`src/rtl/multicycle_seq_if.sv`:
```
// Control bundle between the multi-cycle sequencer, the IR/PC logic,
// the datapath and the instruction/data memory ports.
interface multicycle_seq_if;
   logic [6:0] opcode;
   logic       imem_req;
   logic       imem_ack;
   logic       dmem_req;
   logic       dmem_we;
   logic       dmem_ack;
   logic       ir_write;
   logic       pc_write;
   logic       reg_write;
   logic       imm_data;
   logic [1:0] opcode_alu;
   logic       mem_to_reg;
   logic       retire;
   logic       err;

   modport master (
      input  opcode, imem_ack, dmem_ack,
      output imem_req, dmem_req, dmem_we, ir_write, pc_write, reg_write,
             imm_data, opcode_alu, mem_to_reg, retire, err
   );

   modport slave (
      output opcode, imem_ack, dmem_ack,
      input  imem_req, dmem_req, dmem_we, ir_write, pc_write, reg_write,
             imm_data, opcode_alu, mem_to_reg, retire, err
   );
endinterface

```
`src/rtl/multicycle_seq.sv`:
```
// Multi-cycle FETCH/DECODE/EXEC/MEM/WB sequencer for the RV32I-subset core,
// with illegal-opcode trap and memory-response watchdog that halt the core.
module multicycle_seq #(
   parameter int MEM_TIMEOUT = 15
) (
   input  logic             clk,
   input  logic             rst_n,
   multicycle_seq_if.master bus
);
   typedef enum logic [2:0] {
      S_IDLE, S_FETCH, S_DECODE, S_EXEC, S_MEM, S_WB, S_HALT
   } state_t;

   localparam logic [4:0] OP_IMM   = 5'b00100;
   localparam logic [4:0] OP_REG   = 5'b01100;
   localparam logic [4:0] OP_LOAD  = 5'b00000;
   localparam logic [4:0] OP_STORE = 5'b01000;

   localparam bit          WD_EN  = (MEM_TIMEOUT > 0);
   localparam int          CW     = WD_EN ? $clog2(MEM_TIMEOUT + 1) : 1;
   localparam int          LAST_I = WD_EN ? MEM_TIMEOUT - 1 : 0;
   localparam logic [CW-1:0] LAST = CW'(LAST_I);

   state_t        state, state_nx;
   logic [4:0]    op_q;       // opcode[6:2]; the low bits are always 2'b11 once legal
   logic [CW-1:0] wd_cnt;
   logic          legal, is_mem_op, is_store, wd_hit, waiting;

   always_comb begin
      legal     = (bus.opcode[1:0] == 2'b11) &&
                  (bus.opcode[6:2] inside {OP_IMM, OP_REG, OP_LOAD, OP_STORE});
      is_store  = (op_q == OP_STORE);
      is_mem_op = (op_q == OP_LOAD) || is_store;
      wd_hit    = WD_EN && (wd_cnt == LAST);
      waiting   = ((state == S_FETCH) && !bus.imem_ack) ||
                  ((state == S_MEM)   && !bus.dmem_ack);
   end

   always_ff @(posedge clk) begin
      if (!rst_n) begin
         state  <= S_IDLE;
         op_q   <= '0;
         wd_cnt <= '0;
      end else begin
         state <= state_nx;
         if (state == S_DECODE) op_q <= bus.opcode[6:2];
         // Count only while a request is outstanding; any other state leaves
         // the counter at zero so entry to FETCH/MEM always starts fresh.
         if (waiting) begin
            if (WD_EN) wd_cnt <= wd_cnt + CW'(1);
         end else begin
            wd_cnt <= '0;
         end
      end
   end

   always_comb begin
      state_nx       = state;
      bus.imem_req   = 1'b0;
      bus.dmem_req   = 1'b0;
      bus.dmem_we    = 1'b0;
      bus.ir_write   = 1'b0;
      bus.pc_write   = 1'b0;
      bus.reg_write  = 1'b0;
      bus.imm_data   = 1'b0;
      bus.opcode_alu = 2'b10;
      bus.mem_to_reg = 1'b0;
      bus.retire     = 1'b0;
      bus.err        = 1'b0;

      if (state inside {S_EXEC, S_MEM, S_WB}) begin
         case (op_q)
            OP_IMM:   begin bus.imm_data = 1'b1; bus.opcode_alu = 2'b01; end
            OP_REG:   begin bus.imm_data = 1'b0; bus.opcode_alu = 2'b11; end
            OP_LOAD:  begin bus.imm_data = 1'b1; bus.opcode_alu = 2'b00; bus.mem_to_reg = 1'b1; end
            OP_STORE: begin bus.imm_data = 1'b1; bus.opcode_alu = 2'b00; end
            default:  ;
         endcase
      end

      case (state)
         S_IDLE:   state_nx = S_FETCH;
         S_FETCH: begin
            bus.imem_req = 1'b1;
            if (bus.imem_ack) begin
               bus.ir_write = 1'b1;
               state_nx     = S_DECODE;
            end else if (wd_hit) begin
               state_nx = S_HALT;
            end
         end
         S_DECODE: state_nx = legal ? S_EXEC : S_HALT;
         S_EXEC:   state_nx = is_mem_op ? S_MEM : S_WB;
         S_MEM: begin
            bus.dmem_req = 1'b1;
            bus.dmem_we  = is_store;
            if (bus.dmem_ack)  state_nx = S_WB;
            else if (wd_hit)   state_nx = S_HALT;
         end
         S_WB: begin
            bus.pc_write  = 1'b1;
            bus.retire    = 1'b1;
            bus.reg_write = !is_store;
            state_nx      = S_FETCH;
         end
         S_HALT:   bus.err = 1'b1;
         default:  state_nx = S_IDLE;
      endcase

      // Reset wins over everything, including same-cycle acks and timeouts.
      if (!rst_n) begin
         state_nx       = S_IDLE;
         bus.imem_req   = 1'b0;
         bus.dmem_req   = 1'b0;
         bus.dmem_we    = 1'b0;
         bus.ir_write   = 1'b0;
         bus.pc_write   = 1'b0;
         bus.reg_write  = 1'b0;
         bus.imm_data   = 1'b0;
         bus.opcode_alu = 2'b10;
         bus.mem_to_reg = 1'b0;
         bus.retire     = 1'b0;
         bus.err        = 1'b0;
      end
   end
endmodule

```
`src/flat_wrapper.sv`:
```
// flat-port wrapper written by rule: the top's interface ports become plain ports
module multicycle_seq_flat 
#(
   parameter int MEM_TIMEOUT = 15
)
  (clk, rst_n, bus_opcode, bus_imem_ack, bus_dmem_ack, bus_imem_req, bus_dmem_req, bus_dmem_we, bus_ir_write, bus_pc_write, bus_reg_write, bus_imm_data, bus_opcode_alu, bus_mem_to_reg, bus_retire, bus_err);
  multicycle_seq_if bus_i ();
  input  logic clk;
  input  logic rst_n;
  input wire logic [$bits(bus_i.opcode)-1:0] bus_opcode;
  input wire logic [$bits(bus_i.imem_ack)-1:0] bus_imem_ack;
  input wire logic [$bits(bus_i.dmem_ack)-1:0] bus_dmem_ack;
  output wire logic [$bits(bus_i.imem_req)-1:0] bus_imem_req;
  output wire logic [$bits(bus_i.dmem_req)-1:0] bus_dmem_req;
  output wire logic [$bits(bus_i.dmem_we)-1:0] bus_dmem_we;
  output wire logic [$bits(bus_i.ir_write)-1:0] bus_ir_write;
  output wire logic [$bits(bus_i.pc_write)-1:0] bus_pc_write;
  output wire logic [$bits(bus_i.reg_write)-1:0] bus_reg_write;
  output wire logic [$bits(bus_i.imm_data)-1:0] bus_imm_data;
  output wire logic [$bits(bus_i.opcode_alu)-1:0] bus_opcode_alu;
  output wire logic [$bits(bus_i.mem_to_reg)-1:0] bus_mem_to_reg;
  output wire logic [$bits(bus_i.retire)-1:0] bus_retire;
  output wire logic [$bits(bus_i.err)-1:0] bus_err;
  assign bus_i.opcode = bus_opcode;
  assign bus_i.imem_ack = bus_imem_ack;
  assign bus_i.dmem_ack = bus_dmem_ack;
  assign bus_imem_req = bus_i.imem_req;
  assign bus_dmem_req = bus_i.dmem_req;
  assign bus_dmem_we = bus_i.dmem_we;
  assign bus_ir_write = bus_i.ir_write;
  assign bus_pc_write = bus_i.pc_write;
  assign bus_reg_write = bus_i.reg_write;
  assign bus_imm_data = bus_i.imm_data;
  assign bus_opcode_alu = bus_i.opcode_alu;
  assign bus_mem_to_reg = bus_i.mem_to_reg;
  assign bus_retire = bus_i.retire;
  assign bus_err = bus_i.err;
  multicycle_seq #(.MEM_TIMEOUT(MEM_TIMEOUT)) u_core (.clk(clk), .rst_n(rst_n), .bus(bus_i));
endmodule
```
`config.mk`:
```
export PLATFORM = sky130hd
export DESIGN_NAME = multicycle_seq_flat
export DESIGN_NICKNAME = d
export VERILOG_FILES = /design/src/rtl/multicycle_seq_if.sv /design/src/rtl/multicycle_seq.sv /design/src/flat_wrapper.sv
export SDC_FILE = /design/constraint.sdc
export NUM_CORES = 1
export LEC_CHECK = 0
export ABC_AREA = 1
export BUFFER_PORTS_ARGS = -buffer_cell sky130_fd_sc_hd__buf_2
export CAP_MARGIN = 20
export CORE_MARGIN = 10
export CORE_UTILIZATION = 44
export DETAILED_ROUTE_END_ITERATION = 8
export GPL_ROUTABILITY_DRIVEN = 0
export HOLD_SLACK_MARGIN = 0.1
export PLACE_DENSITY = 0.78
export SLEW_MARGIN = 20
export SYNTH_ARGS = -nofsm -noshare
export SYNTH_HDL_FRONTEND = slang
export SYNTH_SLANG_ARGS = --single-unit
```
`constraint.sdc`:
```
create_clock -name clk -period 1 [get_ports clk]
set_input_delay 0.1 -clock clk [delete_from_list [all_inputs] [get_ports clk]]
set_output_delay 0.1 -clock clk [all_outputs]
set_load 0.005 [all_outputs]
```
# After elaboration in Yosys (flattened, before gate mapping)
# Index checks and enable logic that the tools add are counted.
# totals
word_cells	65
mem_bits_rw	0
n_memories	0
in_bits	11
mem_bits_ro	0
ff_bits	12
latchBits	0
# op_classes
n_div	0
order_cmp	0
n_eq_ne	14
reduce_logical	17
n_addsub	1
n_mux	30
bitwise_logic	0
shifts	0
mul	0
# ops
op	count
1-bit two-way mux	22
5-bit by 4-bit equality test with 1-bit output, second input constant	4
3-bit case mux with 6 select lines	1
3-bit two-way mux	4
5-bit by 3-bit equality test with 1-bit output, second input constant	2
5-bit zero test	2
3-bit equality test, second input constant	3
3-bit by 2-bit equality test with 1-bit output, second input constant	2
2-bit case mux with 3 select lines	1
4-bit by 1-bit adder with 4-bit output, second input constant	1
4-bit equality test, second input constant	1
2-bit two-way mux	2
4-bit nonzero test	1
2-bit OR reduction	2
3-bit by 1-bit equality test with 1-bit output, second input constant	1
1-bit logical AND	3
1-bit zero test	3
3-bit zero test	1
3-bit nonzero test	1
3-bit OR reduction	1
2-bit equality test, second input constant	1
1-bit logical OR	2
2-bit AND reduction	1

# Longest topological paths before layout
# Gate-level depths: netlist (run 1).
# depth
word_depth	5
mapped_depth	8
ltp_nobuf	8

# Least setup slack after synthesis (run 1)
# OpenSTA, ideal clock, no wires.
# synth_timing
path_type	flip-flop to flip-flop
from	reg u_core.state[2]
to	reg u_core.op_q[3]
setup_slack_ps	-54
setup_ps	117
stages_incl_launch_ff	6
period_less_slack_ps	1054
arrival_ps	937
path_buffers	1
path_cell_list	dfxtp_1 buf_6 nor3_4 inv_2 o21ai_1 a21oi_1
# synth_between
elab_chain_len	1
# synth_rtl
element	line_no	source
start: declaration	multicycle_seq.sv:24	state_t state, state_nx;
start signal: assignment	multicycle_seq.sv:45	state <= state_nx;
3-bit by 2-bit equality test with 1-bit output	multicycle_seq.sv:46	if (state == S_DECODE) op_q <= bus.opcode[6:2];
end signal: assignment	multicycle_seq.sv:46	
end: declaration	multicycle_seq.sv:25	logic [4:0] op_q;
# Every way passes these cells.
# A chain may end at the register's enable or synchronous reset.

# Worst setup path after layout (run 1)
# layout_timing
from	reg u_core.state[0]
to	out bus_opcode_alu[0]
# layout_between
elab_chain_len	4
word_cells_on_any_way	6
cone_classes	eq/ne (3); mux (2); reduce/logical (1)
# layout_rtl
element	line_no	source
3-bit by 2-bit equality test with 1-bit output / 3-bit equality test (equally long branches)	multicycle_seq.sv:71	if (state inside {S_EXEC, S_MEM, S_WB}) begin
3-bit nonzero test *	multicycle_seq.sv:71	
2-bit two-way mux *	multicycle_seq.sv:71	
2-bit two-way mux *	multicycle_seq.sv:111	if (!rst_n) begin
end: declaration	flat_wrapper.sv:20	output wire logic [$bits(bus_i.opcode_alu)-1:0] bus_opcode_alu;
# Mark *: on every way between the ends. The rest lies on a longest branch, timed or not.

==> impl_metrics.toml, run 1 <==
[final_layout]
area_growth_syn_to_layout_pct = 58.2
fillers = 115
fin_cells = 174
layout.area.seq_sq_um = 255
nNetsFinal = 172
antenna_cells_inserted = 0
final_util_pct = 75.7
final_cell_area_sq_mm = 0.00118
post_route_cells_drive_above_1_share_pct = 51.3
multi_input_area_sq_um = 498

[place]
placedInstanceArea_sq_um = 907
port_buffers = 22
dp_worst_setup_slack_ns = -0.160
dp_cells = 154
place.detailed.hpwl_mm = 1.44

[timing]
final_period_minus_worst_setup_slack_ns = 1.38
rsz_0062_raised_after_global_routing = "yes"
worst_pin_slew_ns = 0.260
finalHoldViolations = 0
fin_ws_ns = -0.381
timing.final.crit_share_pct = 138
slew_viol_final = 0
finalSetupViolCount = 24
timing.clock.skew_ns = 0.00117
maxSlewHeadroom_pct = 82.6
timing.fmax_mhz = 724

[global_routing]
first_global_vias = 833
grt_first_pass_wirelength_mm = 3.45
global_route.usage.total_pct = 11.8
maximum_number_of_pins_on_one_net_before_global_route_repair = 13
initial_antenna_violation_count = 0
global_route.overflow_total = 0

[drt]
detailroute.via_count = 841
drt-initial-drc-count = 18
drt_drc_violations_left = 0
dr.pass1.iters = 4
route.layer.met1.wl_microns = 945
top_signal_layer_used = "met4"
ant_nets = 0
met2_wirelength_mm = 1.13
avgViaCountPerCell = 4.83
met3_wirelength_microns = 121
drt_wl_total_mm = 2.20
detail_route.wl_per_cell_microns = 12.7

[synthesis]
postSynthNetCount = 125
synthArstFlopShare_pct = 0
mappedNetlistArea_sq_um = 746
seq_area_frac_synth_pct = 32.2
yosys_warnings = 0
synthDistinctLibCells = 24
synth-main-ff-cell = "sky130_fd_sc_hd__dfxtp_1"
synth.ff_latch_count = 12
synth.avg_cell_area_sq_um = 6.66
post_synth_inst_count = 112
count_of_flip_flops_with_a_built_in_enable_after_synthesis = 0

[worst_setup_path]
worst-r2r-cell-count = 7
crit_arrival_ns = 1.28
worst_setup_path_end_kind = "output pin"
crit_path_category = "reg2out"
worstPathMaxFanout = 6
critical_path.startpoint_type = "flop"
crit_required_ns = 0.90
r2r_setup_slack_ns = -0.26

[clock_tree]
tritoncts_sink_count = 12
path_clk_slew_ns = 0.08
worstSkewPairLatency_ns = 0.27
cts_buffers = 3
clock_tree.buffer_depth = 2
cts_tree = "yes"
ctsRootBufferMaster = "sky130_fd_sc_hd__clkbuf_4"
clock_tree.htree_level_count = 1

[pwr]
cell_area_power_density_mw_per_mm2 = 1390
ir_worst_vdd_mv = 0.966
power_leakage_nw = 0.605
overall_power_after_layout_mw = 1.64

[floorplan]
initial_core_util_pct = 47.8
die-width_microns = 61.2
num_ports = 23
die_h_microns = 61.2
rows = 14
core_footprint_sq_mm = 0.00156
floorplan.die_area_sq_mm = 0.00374

[job]
max_cap_violations = 0

[outcome]
violations = "setup timing"
run_status = "complete, but fails checks"

[min_path]
hold_path_depth = 3
min_delay_worst_type = "in2reg"
-- per-layer routing --
| layer | vias to the layer above | GRT usage (%) |
|---|---|---|
| li1 | 444 | - |
| met1 | 378 | 13.1 |
| met2 | 17 | 21.3 |
| met3 | 2 | 2.47 |
| met4 | 0 | 4.89 |
| met5 | - | 0 |
-- per-stage QoR --
stage               hold WS (ns)  TNS [ns]
floorplan                  0.235   -0.0651
detailed placement         0.355     -2.43
global placement           0.342     -1.85
finish                     0.110     -6.09
CTS                        0.105     -5.04
global route               0.131     -7.49
-- worst max-delay path: stages, from the launching register on --
cell and delay [ns]:
sky130_fd_sc_hd__dfxtp_4 0.41, sky130_fd_sc_hd__nand2_4 0.06, sky130_fd_sc_hd__nor2_4 0.12, sky130_fd_sc_hd__a21oi_2 0.05
sky130_fd_sc_hd__nand2_2 0.10, sky130_fd_sc_hd__nand2_2 0.06, sky130_fd_sc_hd__nor2_1 0.08, sky130_fd_sc_hd__buf_2 0.12
-- worst paths after layout --
path / from / endpoint
max reg2reg: u_core.state[0]$_SDFFE_PN0P_ / u_core.wd_cnt[0]$_SDFF_PN0_
min reg2reg: u_core.op_q[2]$_SDFFE_PN0P_ / u_core.op_q[2]$_SDFFE_PN0P_
max: u_core.state[0]$_SDFFE_PN0P_ / bus_opcode_alu[0]
min: bus_opcode[6] / u_core.op_q[4]$_SDFFE_PN0P_
-- Yosys cell counts, drive strengths merged (2+ instances only) --
| cell | count | area share [%] |
|---|---|---|
| nand2 | 26 | 14 |
| nor2 | 22 | 12 |
| inv | 15 | 7.6 |
| dfxtp | 12 | 32 |
| nand3 | 11 | 8.7 |
| o21ai | 6 | 4.5 |
| a21oi | 5 | 3.9 |
| nor3 | 4 | 4.2 |
| buf | 3 | 4.0 |
| ha | 2 | 3.4 |
| nand3b | 2 | 2.0 |
-- sequential cells by signal, indices dropped and copies added, names as in the netlist --
name           cells
u_core.op_q        5
u_core.state       3
u_core.wd_cnt      4
-- what timing repair did --
action	CTS	global route
gates cloned	0	0
setup endpoints to repair	24	24
endpoints found under the hold margin	4	0
buffers inserted	9	3
resized for setup	21	14
pin swaps	7	10
hold buffers	4	0
-- layout make-up --
cell class / instances / share of cell area [%]
multi-input cells: 81 / 42.2
repair buffers: 45 / 26.1
flip-flops and latches: 12 / 21.6
inverters: 16 / 5.30
clock buffers: 4 / 3.08
well taps: 16 / 1.70
-- layout by cell type (no fill, tap or decap), drive strengths merged --
master and count:
and2 1, nor3 4, xnor2 1, dlygate4sd3 4, nand3b 2, clkbuf 4, nand3 11, nor2 22
inv 16, a21oi 5, xor2 1, o21ai 6, ha 2, dfxtp 12, nand2 26, buf 41
-- where the power goes --
part	internal, mW	switching (mW)
clock network	0.221	0.161
registers	0.533	0.0748
logic	0.313	0.333
-- cells by family after synthesis --
family / after synthesis / synth area share (%)
AND/OR/NAND/NOR: 66 / 41.6
buffers and inverters: 19 / 12.1
flip-flops: 12 / 32.2
AO/OA/AOI/OAI: 11 / 8.39
XOR/XNOR: 2 / 2.35
adder cells (fa/ha/maj): 2 / 3.36
No activity file was read; power rests on OpenSTA's default activity.
==> run 2: changes to the inputs <==
--- a/config.mk
+++ b/config.mk
@@ -8,12 +8,13 @@
 export ABC_AREA = 1
 export BUFFER_PORTS_ARGS = -buffer_cell sky130_fd_sc_hd__buf_2
 export CAP_MARGIN = 20
-export CORE_MARGIN = 10
+export CORE_ASPECT_RATIO = 1.2
 export CORE_UTILIZATION = 44
 export DETAILED_ROUTE_END_ITERATION = 8
 export GPL_ROUTABILITY_DRIVEN = 0
 export HOLD_SLACK_MARGIN = 0.1
 export PLACE_DENSITY = 0.78
+export REMOVE_ABC_BUFFERS = 1
 export SLEW_MARGIN = 20
 export SYNTH_ARGS = -nofsm -noshare
 export SYNTH_HDL_FRONTEND = slang
==> impl_metrics.toml, run 2 (synthesis gave the netlist of run 1 again) <==
[drt]
drt_wl_total_mm = 2.39
detailroute.via_count = 949
drt-initial-drc-count = 24
drt_drc_violations_left = 0
ant_nets = 0
detail_route.wl_per_cell_microns = 13.2
dr.pass1.iters = 6
avgViaCountPerCell = 5.24

[timing]
finalHoldViolations = 0
final_period_minus_worst_setup_slack_ns = 1.44
timing.fmax_mhz = 695
worst_pin_slew_ns = 0.282
fin_ws_ns = -0.440
maxSlewHeadroom_pct = 81.1
rsz_0062_raised_after_global_routing = "yes"
timing.final.crit_share_pct = 144
slew_viol_final = 0
finalSetupViolCount = 24
timing.clock.skew_ns = 0.00421
totalNegativeSetupSlack_ns = -5.84

[pwr]
power_leakage_nw = 0.631
power.share.switching_pct = 35.2
net-switching-power_mw = 0.592
internal_power_mw = 1.09
ir_worst_vdd_mv = 1.14
overall_power_after_layout_mw = 1.68
part_of_the_total_power_dissipated_in_combinational_logic_pct = 41.0
seq_power_share_pct = 35.8
clockPowerShare_pct = 23.2
cell_area_power_density_mw_per_mm2 = 1370

[place]
place.detailed.hpwl_mm = 1.32
port_buffers = 22

[global_routing]
global_route.overflow_total = 0
global_route.usage.total_pct = 25.5
grt_first_pass_wirelength_mm = 3.16
initial_antenna_violation_count = 0
maximum_number_of_pins_on_one_net_before_global_route_repair = 10
first_global_vias = 853

[final_layout]
layout_common_cells = "sky130_fd_sc_hd__buf_2 (22), sky130_fd_sc_hd__nand2_1 (21), sky130_fd_sc_hd__buf_4 (18)"
antenna_cells_inserted = 0
largestRegisters = "u_core.op_q (5), u_core.wd_cnt (4), u_core.state (3)"
most_common_cell_after_layout_fill_and_taps_aside = "sky130_fd_sc_hd__buf_2"
nNetsFinal = 178
register_name_with_the_most_flops = "u_core.op_q"
largest_register_ff_count = 5
area_growth_syn_to_layout_pct = 64.6
post_route_cells_drive_above_1_share_pct = 50.0

[worst_setup_path]
worst_path_max_delay_cell = "sky130_fd_sc_hd__dfxtp_1"
timing.rr.start = "u_core.state[2]$_SDFFE_PN0P_"
r2r_end = "u_core.state[2]$_SDFFE_PN0P_"
critical_path.cell_chain = "inv_1, nor2_1, nand3_1, nand2_1, nand3_2, inv_1, buf_2"
crit_arrival_ns = 1.34
crit_required_ns = 0.90
worst_setup_path_end_kind = "output pin"
worstPathMaxFanout = 2
crit_path_category = "reg2out"
r2r_setup_slack_ns = -0.35
worst-r2r-cell-count = 7
critical_path.startpoint_type = "flop"
timing.critical_path.slowest_cell_delay_ns = 0.37
critical-path-top-cell-by-count = "sky130_fd_sc_hd__inv_1"

[job]
max_cap_violations = 0

[min_path]
whs_endpoint = "u_core.op_q[4]$_SDFFE_PN0P_"
worstHoldStart = "rst_n"
min_delay_worst_type = "in2reg"
hold_path_depth = 3

[clock_tree]
path_clk_slew_ns = 0.08
tritoncts_sink_count = 12
clock_tree.buffer_depth = 2
ctsRootBufferMaster = "sky130_fd_sc_hd__clkbuf_4"
worstSkewPairLatency_ns = 0.27
clock_tree.htree_level_count = 1
cts_buffers = 3
cts_tree = "yes"

[floorplan]
floorplan.die_area_sq_mm = 0.00186
die_h_microns = 47.1
num_ports = 23
initial_core_util_pct = 49.7
core_footprint_sq_mm = 0.00150
rows = 15
die-width_microns = 39.6

[outcome]
violations = "setup timing"
run_status = "complete, but fails checks"
## run 2: metal layers
| metal | vias to the layer above | part of all wire, % | track usage [%] |
|---|---|---|---|
| met4 | 0 | 6.2 | 20.7 |
| met3 | 19 | 6.1 | 4.27 |
| li1 | 459 | - | - |
| met5 | - | 0 | 0 |
| met1 | 423 | 36 | 23.7 |
| met2 | 48 | 51 | 47.2 |
## run 2: timing repair
| item | CTS | global route |
|---|---|---|
| gates resized for setup | 24 | 13 |
| setup endpoints to repair | 24 | 24 |
| pin swaps | 11 | 6 |
| hold buffers | 5 | 0 |
| endpoints found under the hold margin | 5 | 0 |
| setup buffers | 9 | 3 |
## run 2: stage by stage
| stage | cells | hold slack (ns) | worst slack, ns | cell area (sq um) | util (%) |
|---|---|---|---|---|---|
| after floorplan | 109 | 0.198 | -0.132 | 716 | - |
| after global placement | 160 | 0.352 | -0.149 | 937 | 62.4 |
| after detailed placement | 160 | 0.363 | -0.209 | 937 | 62.4 |
| after CTS | 178 | 0.122 | -0.375 | 1160 | 77.3 |
| after global routing | 181 | 0.136 | -0.494 | 1230 | 81.8 |
| final | 181 | 0.132 | -0.440 | 1230 | 81.8 |
## run 2: how the worst max path moves through the flow
stage | from | end | slack [ns]
floorplan | u_core.state[2]$_SDFFE_PN0P_ | bus_reg_write | -0.13
global placement | u_core.state[0]$_SDFFE_PN0P_ | bus_opcode_alu[0] | -0.15
detailed placement | u_core.state[0]$_SDFFE_PN0P_ | bus_mem_to_reg | -0.21
CTS | u_core.op_q[0]$_SDFFE_PN0P_ | bus_imm_data | -0.37
global route | u_core.op_q[2]$_SDFFE_PN0P_ | bus_imm_data | -0.49
finish | u_core.op_q[2]$_SDFFE_PN0P_ | bus_imm_data | -0.44
## run 2: power groups by stage
stage	Clock, mW	Sequential, mW	Combinational [mW]
global placement	0	0.578	0.451
CTS	0.396	0.590	0.597
global route	0.417	0.611	0.744
detailed placement	0	0.582	0.470
floorplan	0	0.579	0.267
finish	0.390	0.602	0.689
## run 2: area by class of cell
cell class,instances,area [sq um]
clock buffer,4,36.3
fill,91,274
inverter,16,63.8
multi-input combinational,81,493
sequential,12,250
tap,17,21.3
timing repair buffer,51,363
## run 2: critical path: cells and delay by family (launching register included)
family | cells | cell delay, ns
buffers and inverters | 3 | 0.22
DFF | 1 | 0.37
and+or+nand+nor | 4 | 0.48
